--- config.mk ---
export PLATFORM = sky130hd
export DESIGN_NAME = gradient_pipeline
export DESIGN_NICKNAME = d
export VERILOG_FILES = /design/src/rtl/gradient_pipeline.sv
export SDC_FILE = /design/constraint.sdc
export NUM_CORES = 1
export LEC_CHECK = 0
export BUFFER_PORTS_ARGS = -buffer_cell sky130_fd_sc_hd__buf_2
export CORE_MARGIN = 2
export CORE_UTILIZATION = 55
export CTS_CLUSTER_DIAMETER = 120
export DETAILED_ROUTE_END_ITERATION = 8
export PLACE_DENSITY_LB_ADDON = 0.12
export SETUP_SLACK_MARGIN = 0.05
export SYNTH_ARGS = -nofsm -noshare
export SYNTH_HDL_FRONTEND = slang
export SYNTH_SLANG_ARGS = --single-unit
--- constraint.sdc ---
create_clock -name clk -period 13.15 [get_ports clk]
set_input_delay 2.63 -clock clk [delete_from_list [all_inputs] [get_ports clk]]
set_output_delay 2.63 -clock clk [all_outputs]
set_load 0.03 [all_outputs]
--- src/rtl/gradient_pipeline.sv ---
// Three-stage 3x3 gradient engine: S1 forms signed gx/gy from the selected
// column kernel, S2 takes magnitudes and keeps the signs, S3 combines them
// into a saturated magnitude plus a quantised direction. The whole pipe
// advances in lock-step whenever the output register is empty or drained.
module gradient_pipeline #(
  parameter int PIX_W = 8,
  parameter int MAG_W = 8,
  parameter int CNT_W = 16
) (
  input  logic             clk,
  input  logic             rst_n,
  input  logic [PIX_W-1:0] p00,
  input  logic [PIX_W-1:0] p01,
  input  logic [PIX_W-1:0] p02,
  input  logic [PIX_W-1:0] p10,
  input  logic [PIX_W-1:0] p11,
  input  logic [PIX_W-1:0] p12,
  input  logic [PIX_W-1:0] p20,
  input  logic [PIX_W-1:0] p21,
  input  logic [PIX_W-1:0] p22,
  input  logic             in_valid,
  output logic             in_ready,
  input  logic [1:0]       kernel_sel,
  input  logic             mag_mode,
  output logic             out_valid,
  input  logic             out_ready,
  output logic [MAG_W-1:0] grad_mag,
  output logic [1:0]       grad_dir,
  output logic [CNT_W-1:0] sat_count,
  input  logic             sat_clr
);

  localparam int G_W = PIX_W + 6;  // signed gradient width
  localparam int A_W = PIX_W + 5;  // absolute gradient width
  localparam int M_W = PIX_W + 7;  // combined magnitude width, never overflows
  localparam logic [M_W-1:0]   MAG_LIM = M_W'(1'b1) << MAG_W;
  localparam logic [MAG_W-1:0] MAG_MAX = {MAG_W{1'b1}};
  localparam logic [CNT_W-1:0] CNT_MAX = {CNT_W{1'b1}};

  // Pixel is unsigned; widen with zeros so the subtraction is exact.
  function automatic logic signed [G_W-1:0] ext(input logic [PIX_W-1:0] p);
    return $signed({6'b000000, p});
  endfunction

  logic                    adv_s;
  logic signed [G_W-1:0]   wc_s, wm_s, gx_s, gy_s;
  logic                    v1_r, mode1_r;
  logic signed [G_W-1:0]   gx1_r, gy1_r;
  logic [A_W-1:0]          ax_s, ay_s;
  logic                    v2_r, mode2_r, sx2_r, sy2_r;
  logic [A_W-1:0]          ax2_r, ay2_r, mx_s, mn_s;
  logic [M_W-1:0]          m_s;
  logic                    sat_s;
  logic [MAG_W-1:0]        mag_s;
  logic [1:0]              dir_s;
  logic                    out_valid_r, sat3_r;
  logic [MAG_W-1:0]        grad_mag_r;
  logic [1:0]              grad_dir_r;
  logic [CNT_W-1:0]        sat_cnt_r, sat_cnt_s;
  logic                    deliver_s;

  assign adv_s     = ~out_valid_r | out_ready;
  assign in_ready  = adv_s;
  assign deliver_s = out_valid_r & out_ready;
  assign out_valid = out_valid_r;
  assign grad_mag  = grad_mag_r;
  assign grad_dir  = grad_dir_r;
  assign sat_count = sat_cnt_r;

  // S1 combinational: corner/middle weights and the two weighted differences.
  always_comb begin
    wc_s = G_W'(4'd1);
    wm_s = G_W'(4'd2);
    case (kernel_sel)
      2'b01: begin wc_s = G_W'(4'd1); wm_s = G_W'(4'd1);  end
      2'b10: begin wc_s = G_W'(4'd3); wm_s = G_W'(4'd10); end
      default: begin wc_s = G_W'(4'd1); wm_s = G_W'(4'd2); end
    endcase
    gx_s = wc_s * (ext(p02) - ext(p00)) + wm_s * (ext(p12) - ext(p10))
         + wc_s * (ext(p22) - ext(p20));
    gy_s = wc_s * (ext(p00) - ext(p20)) + wm_s * (ext(p01) - ext(p21))
         + wc_s * (ext(p02) - ext(p22));
  end

  // S2 combinational: magnitudes of the registered gradients.
  always_comb begin
    ax_s = gx1_r[G_W-1] ? A_W'(-gx1_r) : A_W'(gx1_r);
    ay_s = gy1_r[G_W-1] ? A_W'(-gy1_r) : A_W'(gy1_r);
  end

  // S3 combinational: magnitude combine, saturation and direction sector.
  always_comb begin
    if (ax2_r >= ay2_r) begin
      mx_s = ax2_r;
      mn_s = ay2_r;
    end else begin
      mx_s = ay2_r;
      mn_s = ax2_r;
    end
    if (mode2_r) begin
      m_s = M_W'(mx_s) + M_W'(mn_s >> 1);
    end else begin
      m_s = M_W'(ax2_r) + M_W'(ay2_r);
    end
    sat_s = (m_s >= MAG_LIM);
    if (sat_s) begin
      mag_s = MAG_MAX;
    end else begin
      mag_s = m_s[MAG_W-1:0];
    end
    if (ay2_r <= (ax2_r >> 1)) begin
      dir_s = 2'b00;
    end else if (ax2_r <= (ay2_r >> 1)) begin
      dir_s = 2'b10;
    end else if (sx2_r == sy2_r) begin
      dir_s = 2'b11;
    end else begin
      dir_s = 2'b01;
    end
  end

  // Saturation counter next value: clear wins but still counts a coincident hit.
  always_comb begin
    sat_cnt_s = sat_cnt_r;
    if (sat_clr) begin
      sat_cnt_s = (deliver_s && sat3_r) ? CNT_W'(1'b1) : '0;
    end else if (deliver_s && sat3_r && (sat_cnt_r != CNT_MAX)) begin
      sat_cnt_s = sat_cnt_r + CNT_W'(1'b1);
    end else begin
      sat_cnt_s = sat_cnt_r;
    end
  end

  // Pipeline registers: every stage moves together on adv, holds otherwise.
  always_ff @(posedge clk or negedge rst_n) begin
    if (!rst_n) begin
      v1_r        <= 1'b0;
      mode1_r     <= 1'b0;
      gx1_r       <= '0;
      gy1_r       <= '0;
      v2_r        <= 1'b0;
      mode2_r     <= 1'b0;
      sx2_r       <= 1'b0;
      sy2_r       <= 1'b0;
      ax2_r       <= '0;
      ay2_r       <= '0;
      out_valid_r <= 1'b0;
      sat3_r      <= 1'b0;
      grad_mag_r  <= '0;
      grad_dir_r  <= 2'b00;
    end else if (adv_s) begin
      v1_r        <= in_valid;
      mode1_r     <= mag_mode;
      gx1_r       <= gx_s;
      gy1_r       <= gy_s;
      v2_r        <= v1_r;
      mode2_r     <= mode1_r;
      sx2_r       <= gx1_r[G_W-1];
      sy2_r       <= gy1_r[G_W-1];
      ax2_r       <= ax_s;
      ay2_r       <= ay_s;
      out_valid_r <= v2_r;
      sat3_r      <= sat_s;
      grad_mag_r  <= mag_s;
      grad_dir_r  <= dir_s;
    end else begin
      out_valid_r <= out_valid_r;
    end
  end

  // Delivered-saturation counter register.
  always_ff @(posedge clk or negedge rst_n) begin
    if (!rst_n) begin
      sat_cnt_r <= '0;
    end else begin
      sat_cnt_r <= sat_cnt_s;
    end
  end

endmodule

==> results of run 1 <==
critical path: cells and delay by family:
| kind | cells | cell delay (ns) |
|---|---|---|
| compound gates | 10 | 1.77 |
| fa+ha+maj | 8 | 3.10 |
| xor+xnor | 2 | 0.32 |
| simple gates | 6 | 0.91 |
| buf+inv | 4 | 0.40 |
final cells by class:
class / count / area [sq um] / area share
inverters: 263 / 987.2 / 0.06722
well taps: 324 / 405.4 / 0.02760
clock buffers: 10 / 239.0 / 0.01627
repair buffers: 107 / 558.0 / 0.03800
clock inverters: 6 / 72.57 / 0.004941
flip-flops and latches: 88 / 2202 / 0.1499
multi-input cells: 1300 / 10220 / 0.6960
cell families after synthesis:
kind of cell / share of synthesized area
AOI/OAI and AO/OA: 0.1656
xor gates and xnor gates: 0.07672
buffers and inverters: 0.08602
adders and majority gates: 0.3310
and+or+nand+nor: 0.1733
muxes: 0.005250
DFF: 0.1621
synthesized netlist by cell type (all sizes together) (3+ instances only):
cell | instances | area share
inv | 263 | 0.073
ha | 241 | 0.22
nor2 | 167 | 0.046
nand2 | 149 | 0.041
o21ai | 134 | 0.050
a21oi | 98 | 0.037
dfrtp | 88 | 0.16
fa | 74 | 0.11
xnor2 | 62 | 0.040
xor2 | 57 | 0.037
and2 | 33 | 0.015
clkbuf | 32 | 0.0088
nand2b | 28 | 0.013
nor3 | 27 | 0.011
nor2b | 25 | 0.012
a21o | 20 | 0.011
nand3 | 19 | 0.0070
a21boi | 17 | 0.0094
a31oi | 15 | 0.012
o21a | 13 | 0.0072
or3 | 12 | 0.0055
a211oi | 11 | 0.0068
nand4 | 11 | 0.0051
nor3b | 11 | 0.0064
buf | 10 | 0.0045
o21bai | 8 | 0.0044
o31ai | 8 | 0.0044
and3 | 7 | 0.0032
mux2i | 6 | 0.0044
o211ai | 5 | 0.0028
o41ai | 4 | 0.0031
a211o | 3 | 0.0019
and4 | 3 | 0.0019
nor4 | 3 | 0.0018
or2 | 3 | 0.0014
state kept, by name (all words and copies together), names as in the netlist:
| name | count |
|---|---|
| gy1_r | 14 |
| sy2_r | 1 |
| out_valid | 1 |
| sx2_r | 1 |
| grad_mag | 8 |
| mode1_r | 1 |
| sat_count | 16 |
| v2_r | 1 |
| grad_dir | 2 |
| sat3_r | 1 |
| ay2_r | 13 |
| v1_r | 1 |
| ax2_r | 13 |
| gx1_r | 14 |
| mode2_r | 1 |
metrics by stage:
step                worst slack [ns]  instances
detailed placement             3.873       2082
CTS                            4.200       2098
global placement               3.916       2082
floorplan                      4.554       1693
finish                         4.206       2098
global route                   3.513       2098
per-layer routing:
layer	vias up	wire [um]	global-route usage
li1	5770	-	-
met1	5050	13790	0.3046
met2	171	13500	0.3999
met3	29	808	0.02311
met4	0	522	0.05601
met5	-	0	0
worst paths after layout:
check / from / end / slack [ns]
max in group asynchronous: rst_n / ay2_r[12]$_DFFE_PN0P_ / 9.88
setup / recovery: p20[1] / gy1_r[13]$_DFFE_PN0P_ / 4.21
hold reg to reg: v2_r$_DFFE_PN0P_ / v2_r$_DFFE_PN0P_ / 0.47
hold / removal: v2_r$_DFFE_PN0P_ / v2_r$_DFFE_PN0P_ / 0.47
min in group asynchronous: rst_n / ax2_r[11]$_DFFE_PN0P_ / 2.27
setup reg to reg: ay2_r[12]$_DFFE_PN0P_ / grad_mag[1]$_DFFE_PN0P_ / 8.16
cell usage in the layout, fill, tap and decap left out, types with 9 or more instances in the layout:
cell type,n
inv_1,261
ha_1,241
nor2_1,167
nand2_1,149
o21ai_0,127
buf_2,98
a21oi_1,96
dfrtp_1,88
fa_1,74
xnor2_1,62
xor2_1,57
and2_1,33
nand2b_1,28
nor2b_1,24
nor3_1,24
nand3_1,19
a21o_1,19
a21boi_0,17
o21a_1,13
or3_1,12
nand4_1,11
nor3b_1,10
a211oi_1,9
clkbuf_16,9
buf_4,9
==> metrics.md, run 1 <==
| Metric | Value |
|---|---|
| Slew of the pin with the lowest slew margin | `0.8817 ns` |
| Critical path class | `input port to flip-flop` |
| Max H-tree Level | `3` |
| CTS Sinks | `88` |
| Vias in the first global route | `10760` |
| Post-synth EDFFs | `0` |
| Post-Syn Nets | `2088` |
| Sequential share of the synthesized area | `0.1621` |
| Hold buffers post-CTS | `0` |
| Crit path arrival time | `9.14 ns` |
| Fillcell total | `2258` |
| Setup TNS | `0 ns` |
| Gate Count Post-Synth | `1693` |
| Post-Syn Area per Cell | `8.025 sq um` |
| Die height | `161.2 um` |
| DR WL/cell | `13.64 um` |
| Cts bufs inserted | `9` |
| Yosys reg bits | `88` |
| I/O Pins | `108` |
| Crit-path slowest cell | `fa_1` |
| Largest net degree at the start of global routing | `71` |
| CTS Root Buffer Type | `clkbuf_16` |
| FFs w/ async S/R, synth | `1.000` |
| Hold/Removal Path Class | `flip-flop to flip-flop` |
| Tmin final | `8.944 ns` |
| Clock skew | `0.005257 ns` |
| Global-route wire length before repair | `49570 um` |
| Max Root-Sink Buffers | `2` |
| Max_cap viols | `0` |
| Total grt overflow | `0` |
| CTS clk-pin slew, worst paths | `0.07 ns` |
| Fmax | `0.1118 GHz` |
| Pre-antenna DRT Iters | `5` |
| Hpwl dp | `23860 um` |
| Post-Synthesis Cell Area | `0.01359 sq mm` |
| Worst Hold Slack | `0.4687 ns` |
| Yosys warns | `0` |
| Design Area, Final | `0.01469 sq mm` |
| Fin crit share | `0.6802` |
| Unique masters post-synth | `70` |
| DRC viols | `0` |
| Final setup violation count | `0` |
| First-iteration detailed-routing DRC count | `430` |
| Final Hold Fails | `0` |
| Layout cell share with drive strength beyond 1 | `0.08794` |
| Die W | `161.2 um` |
| Crit start category | `input port` |
| Outcome | `finished clean` |
| Predominant post-synthesis flop cell | `dfrtp_1` |
| Die area | `0.02597 sq mm` |
| Rows | `57` |
| CP max stage delay | `0.55 ns` |
| Max-slew violation count | `0` |
| Port bufs | `99` |
| Vias | `11020` |
| RD Place Congestion | `0.9438` |
| R2r worst-path depth | `20` |
| Total core area | `0.02432 sq mm` |
| Final Util | `0.6039` |
| Layout Nets | `2164` |
| Starting Density | `0.5586` |
| CTS tree | `done` |
| Synthesis-to-layout area growth | `8.105%` |
| Area after DPL | `0.01438 sq mm` |
| Crit Path Max Fanout | `5` |
| Initial antenna violation count | `0` |
| RSZ-0062 raised after global routing | `false` |
| Ant diodes | `0` |
| Clk_lat worst skew | `0.34 ns` |
| Worst hold stages | `2` |
| Slew Limit Headroom | `0.4122` |
| Critical path endpoint category | `flip-flop` |
| Final WL | `28610 um` |
| Crit path required time | `13.35 ns` |
| CTS resizes | `0` |
| All-Layer GR Usage | `0.2285` |
| Setup Fix Bufs, Post-CTS | `0` |
| Routed Antenna Nets | `0` |
| Vias per cell | `5.253` |
Power of run 1 is left out: the tool's default activity adds up to more than one toggle a clock period on the data nets, which glitch-free logic cannot reach.
==> run 2, diff against run 1 <==
- clock period: 13.15 -> 8.3 ns (I/O delays scaled with it)
==> run 2 against run 1 <==
Net effect: final cell count increased by 0.24%; highest routed layer unchanged; via count is 0.63% higher; utilization increased by 0.24 points; clock skew grew 0.0072 ns; sequential share of layout area down 0.060 points; critical endpoint is now gx1_r[13]$_DFFE_PN0P_; worst hold slack got worse by 0.0069 ns; global-route usage rose by 0.34 points.
==> metrics.md, run 2 (synthesis gave the netlist of run 1 again) <==
| Metric | Value |
|---|---|
| Delay-heaviest family, CP | `adder cells` |
| Setup TNS | `0 ns (unchanged)` |
| Fin crit share | `0.9340` |
| Clock skew | `0.01241 ns (+0.007156 ns)` |
| Cts bufs inserted | `9 (unchanged)` |
| Final setup violation count | `0 (unchanged)` |
| Routed Antenna Nets | `0 (unchanged)` |
| Vias | `11090 (+0.63%)` |
| Max Root-Sink Buffers | `2 (unchanged)` |
| Global-route wire length before repair | `50050 um (+0.96%)` |
| Crit path to | `gx1_r[13]$_DFFE_PN0P_` |
| Clk_lat worst skew | `0.35 ns (about the same)` |
| All-Layer GR Usage | `0.2318 (+0.003350)` |
| Max H-tree Level | `3 (unchanged)` |
| RSZ-0062 raised after global routing | `false` |
| Port bufs | `99 (unchanged)` |
| Design Area, Final | `0.01475 sq mm (+0.40%)` |
| Slew of the pin with the lowest slew margin | `0.6658 ns (-0.2159 ns)` |
| Slew Limit Headroom | `0.5561 (+0.1439)` |
| I/O Pins | `108 (unchanged)` |
| Initial antenna violation count | `0 (unchanged)` |
| DRC viols | `0 (unchanged)` |
| Final Hold Fails | `0 (unchanged)` |
| DR WL/cell | `13.82 um (+1.3%)` |
| Die height | `161.2 um (unchanged)` |
| Layout Nets | `2169 (+0.23%)` |
| Area after DPL | `0.01441 sq mm (+0.26%)` |
| Stages on worst setup path | `30 (unchanged)` |
| Largest register FFs | `16 (unchanged)` |
| Critical path class | `input port to flip-flop` |
| CTS Root Buffer Type | `clkbuf_16` |
| Crit-path slowest cell | `fa_1` |
| Layout cell share with drive strength beyond 1 | `0.09275 (+0.004812)` |
| Reg2reg start | `ay2_r[12]$_DFFE_PN0P_` |
| First-iteration detailed-routing DRC count | `535 (+24%)` |
| Vias in the first global route | `10860 (+0.96%)` |
| R2r worst-path depth | `20 (unchanged)` |
| Hold/Removal Path Class | `flip-flop to flip-flop` |
| Total core area | `0.02432 sq mm (unchanged)` |
| Total grt overflow | `0 (unchanged)` |
| Setup Fix Bufs, Post-CTS | `0 (unchanged)` |
| Tmin final | `7.752 ns` |
| CTS tree | `done` |
| Crit path arrival time | `7.97 ns (-1.17 ns)` |
| Ant diodes | `0 (unchanged)` |
| Final WL | `29070 um (+1.6%)` |
| Largest net degree at the start of global routing | `66 (-7.0%)` |
| Crit start category | `input port` |
| Critical path endpoint category | `flip-flop` |
| CTS clk-pin slew, worst paths | `0.07 ns (about the same)` |
| CP startpoint | `p02[0]` |
| Worst hold stages | `2 (unchanged)` |
| Synthesis-to-layout area growth | `8.538%` |
| Starting Density | `0.5586 (unchanged)` |
| Fmax | `0.1290 GHz` |
| R2R Path End | `grad_mag[0]$_DFFE_PN0P_` |
| RD Place Congestion | `0.9270 (-1.8%)` |
| Die area | `0.02597 sq mm (unchanged)` |
| Most common cell after layout, fill and taps aside | `inv_1` |
| CP max stage delay | `0.55 ns (about the same)` |
| Rows | `57 (unchanged)` |
| Max_cap viols | `0 (unchanged)` |
| CTS Sinks | `88 (unchanged)` |
| CP Buf/Inv Count | `5 (+1)` |
| Crit path required time | `8.52 ns (-4.83 ns)` |
| Outcome | `finished clean` |
| Crit Path Max Fanout | `5 (unchanged)` |
| Worst Hold Slack | `0.4618 ns (-0.006887 ns)` |
| Die W | `161.2 um (unchanged)` |
| Pre-antenna DRT Iters | `5 (unchanged)` |
| Most frequent cells in the layout | `261 x inv_1, 241 x ha_1, 167 x nor2_1, 149 x nand2_1, 125 x o21ai_0` |
| Hpwl dp | `24240 um (+1.6%)` |
| Max-slew violation count | `0 (unchanged)` |
| Vias per cell | `5.273 (+0.39%)` |
| R2R setup slack | `3.25 ns (-4.91 ns)` |
run 2: final cells by class:
class / instances / area (sq um)
repair buffers: 112 / 595.6
fillers: 2295 / 9574
clock buffers: 10 / 229.0
multi-input cells: 1300 / 10250
flip-flops and latches: 88 / 2202
well taps: 324 / 405.4
clock inverters: 6 / 75.07
inverters: 263 / 987.2
run 2: timing repair:
action	CTS	global route
hold buffers	0	0
resized for setup	0	8
endpoints found under the setup margin	0	7
run 2: per-layer routing:
layer | vias up | global-route usage | share of wire
met3 | 29 | 0.01849 | 0.026
li1 | 5774 | - | -
met1 | 5120 | 0.3068 | 0.48
met4 | 0 | 0.05114 | 0.014
met5 | - | 0 | 0
met2 | 166 | 0.4149 | 0.48
run 2: how the worst min path moves through the flow:
stage                     start          endpoint
5_1_grt        v2_r$_DFFE_PN0P_  v2_r$_DFFE_PN0P_
3_5_place_dp   v2_r$_DFFE_PN0P_  v2_r$_DFFE_PN0P_
2_1_floorplan  v2_r$_DFFE_PN0P_  v2_r$_DFFE_PN0P_
6_report       v2_r$_DFFE_PN0P_  v2_r$_DFFE_PN0P_
3_3_place_gp   v2_r$_DFFE_PN0P_  v2_r$_DFFE_PN0P_
4_1_cts        v2_r$_DFFE_PN0P_  v2_r$_DFFE_PN0P_
run 2: worst reg2reg max path, stage by stage (launching register included):
cell and delay (ns):
dfrtp_1 0.48, inv_1 0.19, ha_1 0.40, a21oi_1 0.17, o21a_1 0.17, nand4b_1 0.12
o21ai_2 0.13, buf_4 0.39, nand2_1 0.10, o21ai_0 0.11, ha_1 0.24, inv_1 0.07
fa_1 0.38, nand2b_1 0.19, a21oi_1 0.21, o21ai_1 0.13, a21oi_1 0.32, mux2i_1 0.13
a211oi_1 0.24, a32o_1 0.57, a31oi_2 0.17
run 2: stage by stage:
step	util	instances	setup WS, ns
global route	0.6063	2103	0.07858
floorplan	-	1693	0.6739
finish	0.6063	2103	0.5480
global placement	0.5926	2087	0.1513
detailed placement	0.5926	2087	0.07131
CTS	0.6051	2103	0.4138
Power of run 2 is left out for the same reason.
==> run 3, diff against run 2 <==
- ABC_AREA: default -> 1
==> run 3 against run 2 <==
Net effect: final area is 3.4% higher; maximum frequency increased by 0.94%; largest cell class unchanged; register-to-register slack better by 0.61 ns; highest routed layer unchanged.
==> metrics.md, run 3 <==
| Metric | Value |
|---|---|
| Pre-antenna DRT Iters | `5 (unchanged)` |
| Max-slew violation count | `0 (unchanged)` |
| Die height | `163.9 um (+1.7%)` |
| Hpwl dp | `26800 um (+11%)` |
| Post-Syn Area per Cell | `6.981 sq um (-13%)` |
| Crit path arrival time | `7.92 ns (-0.05 ns)` |
| Yosys reg bits | `88 (unchanged)` |
| CTS clk-pin slew, worst paths | `0.08 ns (about the same)` |
| Slew of the pin with the lowest slew margin | `0.8637 ns (+0.1979 ns)` |
| Post-Syn Nets | `2410 (+15%)` |
| Initial antenna violation count | `0 (unchanged)` |
| Cts bufs inserted | `9 (unchanged)` |
| Post-synth EDFFs | `0 (unchanged)` |
| Sequential share of the synthesized area | `0.1565 (-0.005551)` |
| Total core area | `0.02518 sq mm (+3.5%)` |
| Largest net degree at the start of global routing | `84 (+27%)` |
| Vias per cell | `5.084 (-3.6%)` |
| Ant diodes | `0 (unchanged)` |
| Outcome | `finished clean` |
| Die area | `0.02687 sq mm (+3.5%)` |
| Most frequent cells in the layout | `435 x inv_1, 399 x nand2_1, 241 x ha_1, 172 x nor2_1, 136 x o21ai_0` |
| Die W | `163.9 um (+1.7%)` |
| Max H-tree Level | `3 (unchanged)` |
| Predominant post-synthesis flop cell | `dfrtp_1` |
| Fmax | `0.1302 GHz (+0.94%)` |
| Worst hold stages | `2 (unchanged)` |
| CTS Root Buffer Type | `clkbuf_16` |
| Total grt overflow | `0 (unchanged)` |
| Layout Nets | `2498 (+15%)` |
| Crit-path slowest cell | `fa_1` |
| Largest area contributor in the netlist | `ha_1` |
| Final Hold Fails | `0 (unchanged)` |
| Slew Limit Headroom | `0.4242 (-0.1319)` |
| Design Area, Final | `0.01524 sq mm (+3.4%)` |
| Vias in the first global route | `11990 (+10%)` |
| Hold buffers post-CTS | `0 (unchanged)` |
| Hold endpoint | `out_valid$_DFFE_PN0P_` |
| Clock skew | `0.01159 ns (-0.0008206 ns)` |
| HP Start | `v2_r$_DFFE_PN0P_` |
| Setup TNS | `0 ns (unchanged)` |
| CTS Sinks | `88 (unchanged)` |
| Most common cell after layout, fill and taps aside | `inv_1` |
| Crit start category | `input port` |
| R2R Path End | `grad_mag[7]$_DFFE_PN0P_` |
| Routed Antenna Nets | `0 (unchanged)` |
| Tmin final | `7.680 ns (-0.07188 ns)` |
| Synth top cells by count | `435 x inv_1, 399 x nand2_1, 241 x ha_1` |
| CP max stage delay | `0.54 ns (about the same)` |
| DR WL/cell | `12.89 um (-6.7%)` |
| Unique masters post-synth | `44 (-37%)` |
| Rows | `58 (+1.8%)` |
| Critical path class | `input port to flip-flop` |
| Layout cell share with drive strength beyond 1 | `0.07970 (-0.01305)` |
| Global-route wire length before repair | `53410 um (+6.7%)` |
| First-iteration detailed-routing DRC count | `563 (+5.2%)` |
| All-Layer GR Usage | `0.2424 (+0.01064)` |
| Fin crit share | `0.9253 (-0.008660)` |
| Yosys warns | `0 (unchanged)` |
| FFs w/ async S/R, synth | `1.000 (unchanged)` |
| Port bufs | `99 (unchanged)` |
| Gate Count Post-Synth | `2015 (+19%)` |
| Max Root-Sink Buffers | `2 (unchanged)` |
| Top cells by area, synth | `ha_1 21%, dfrtp_1 16%, inv_1 12%` |
| RSZ-0062 raised after global routing | `false` |
| Setup Fix Bufs, Post-CTS | `0 (unchanged)` |
| Area after DPL | `0.01493 sq mm (+3.6%)` |
| Clk_lat worst skew | `0.35 ns (about the same)` |
| Largest register FFs | `16 (unchanged)` |
| R2r worst-path depth | `21 (+5.0%)` |
| DRC viols | `0 (unchanged)` |
| Starting Density | `0.5586 (about the same)` |
| Critical path endpoint category | `flip-flop` |
| Post-Synthesis Cell Area | `0.01407 sq mm (+3.5%)` |
| I/O Pins | `108 (unchanged)` |
| Top-count cell post-synth | `inv_1` |
| Post-synth top area share | `0.2144 (-0.007601)` |
| Vias | `12390 (+12%)` |
| Worst Hold Slack | `0.4608 ns (-0.0009640 ns)` |
| Hold/Removal Path Class | `flip-flop to flip-flop` |
| CP most frequent cell | `nand2_1` |
| Crit path required time | `8.54 ns (+0.02 ns)` |
| Reg2reg start | `ay2_r[10]$_DFFE_PN0P_` |
| Synthesis-to-layout area growth | `8.361%` |
| RD Place Congestion | `0.9337 (+0.72%)` |
| Max_cap viols | `0 (unchanged)` |
| R2R setup slack | `3.86 ns (+0.61 ns)` |
| Final setup violation count | `0 (unchanged)` |
| Final WL | `31430 um (+8.1%)` |
| Crit Path Max Fanout | `4 (-1)` |
| CTS tree | `done` |
==> run 3: cell count changes after synthesis, moves of 25 or more <==
cell	delta
and2_1	-31
inv_1	+173
nand2_1	+250
nand2b_1	-28
nand3_1	+53
nor2b_1	-25
xnor2_1	-36
==> run 3: cell families after synthesis <==
logic type,synth area share
AOI/OAI and AO/OA,0.1198
DFF,0.1565
adders and majority gates,0.3197
xor gates and xnor gates,0.05853
and+or+nand+nor,0.2186
buffers and inverters,0.1268
==> run 3: how the worst max path moves through the flow <==
stage,start,end,slack (ns),cells after the start
4_1_cts,p00[0],gy1_r[12]$_DFFE_PN0P_,0.56,36
5_1_grt,p00[0],gy1_r[13]$_DFFE_PN0P_,0.10,37
6_report,p02[0],gx1_r[13]$_DFFE_PN0P_,0.62,39
3_3_place_gp,p00[0],gy1_r[13]$_DFFE_PN0P_,0.26,37
3_5_place_dp,p00[0],gy1_r[12]$_DFFE_PN0P_,0.21,36
2_1_floorplan,p00[0],gy1_r[12]$_DFFE_PN0P_,0.83,35
==> run 3: critical path, delay by kind of cell <==
| kind | cells | cell delay [ns] |
|---|---|---|
| compound gates | 7 | 1.15 |
| xor+xnor | 1 | 0.23 |
| fa+ha+maj | 9 | 3.27 |
| buf+inv | 9 | 0.62 |
| simple gates | 13 | 0.98 |
==> run 3: layout make-up <==
class,instances,area [sq um]
Multi-Input combinational cell,1453,10090
Fill cell,2454,9938
Sequential cell,88,2202
Inverter,443,1663
Timing Repair Buffer,108,565.5
Tap cell,330,412.9
Clock buffer,9,225.2
Clock inverter,7,86.33
==> run 3: per-layer routing <==
metal | vias up | wire length, um | GRT usage | part of all wire
met4 | 0 | 903 | 0.08094 | 0.029
met5 | - | 0 | 0 | 0
met3 | 45 | 828 | 0.01944 | 0.026
met1 | 5611 | 14470 | 0.3047 | 0.46
met2 | 206 | 15220 | 0.4383 | 0.48
li1 | 6532 | - | - | -
==> run 3: through the flow <==
stage / std cells / worst slack, ns / utilization
2_1_floorplan: 2015 / 0.8286 / -
3_3_place_gp: 2422 / 0.2580 / 0.5930
3_5_place_dp: 2422 / 0.2146 / 0.5930
4_1_cts: 2438 / 0.5609 / 0.6053
5_1_grt: 2438 / 0.1035 / 0.6053
6_report: 2438 / 0.6198 / 0.6053
==> run 3: timing repair <==
| item | in CTS | in global routing |
|---|---|---|
| hold endpoints to repair | 0 | 0 |
| endpoints found under the setup margin | 0 | 2 |
| resized for setup | 0 | 1 |
Power of run 3 is left out for the same reason.
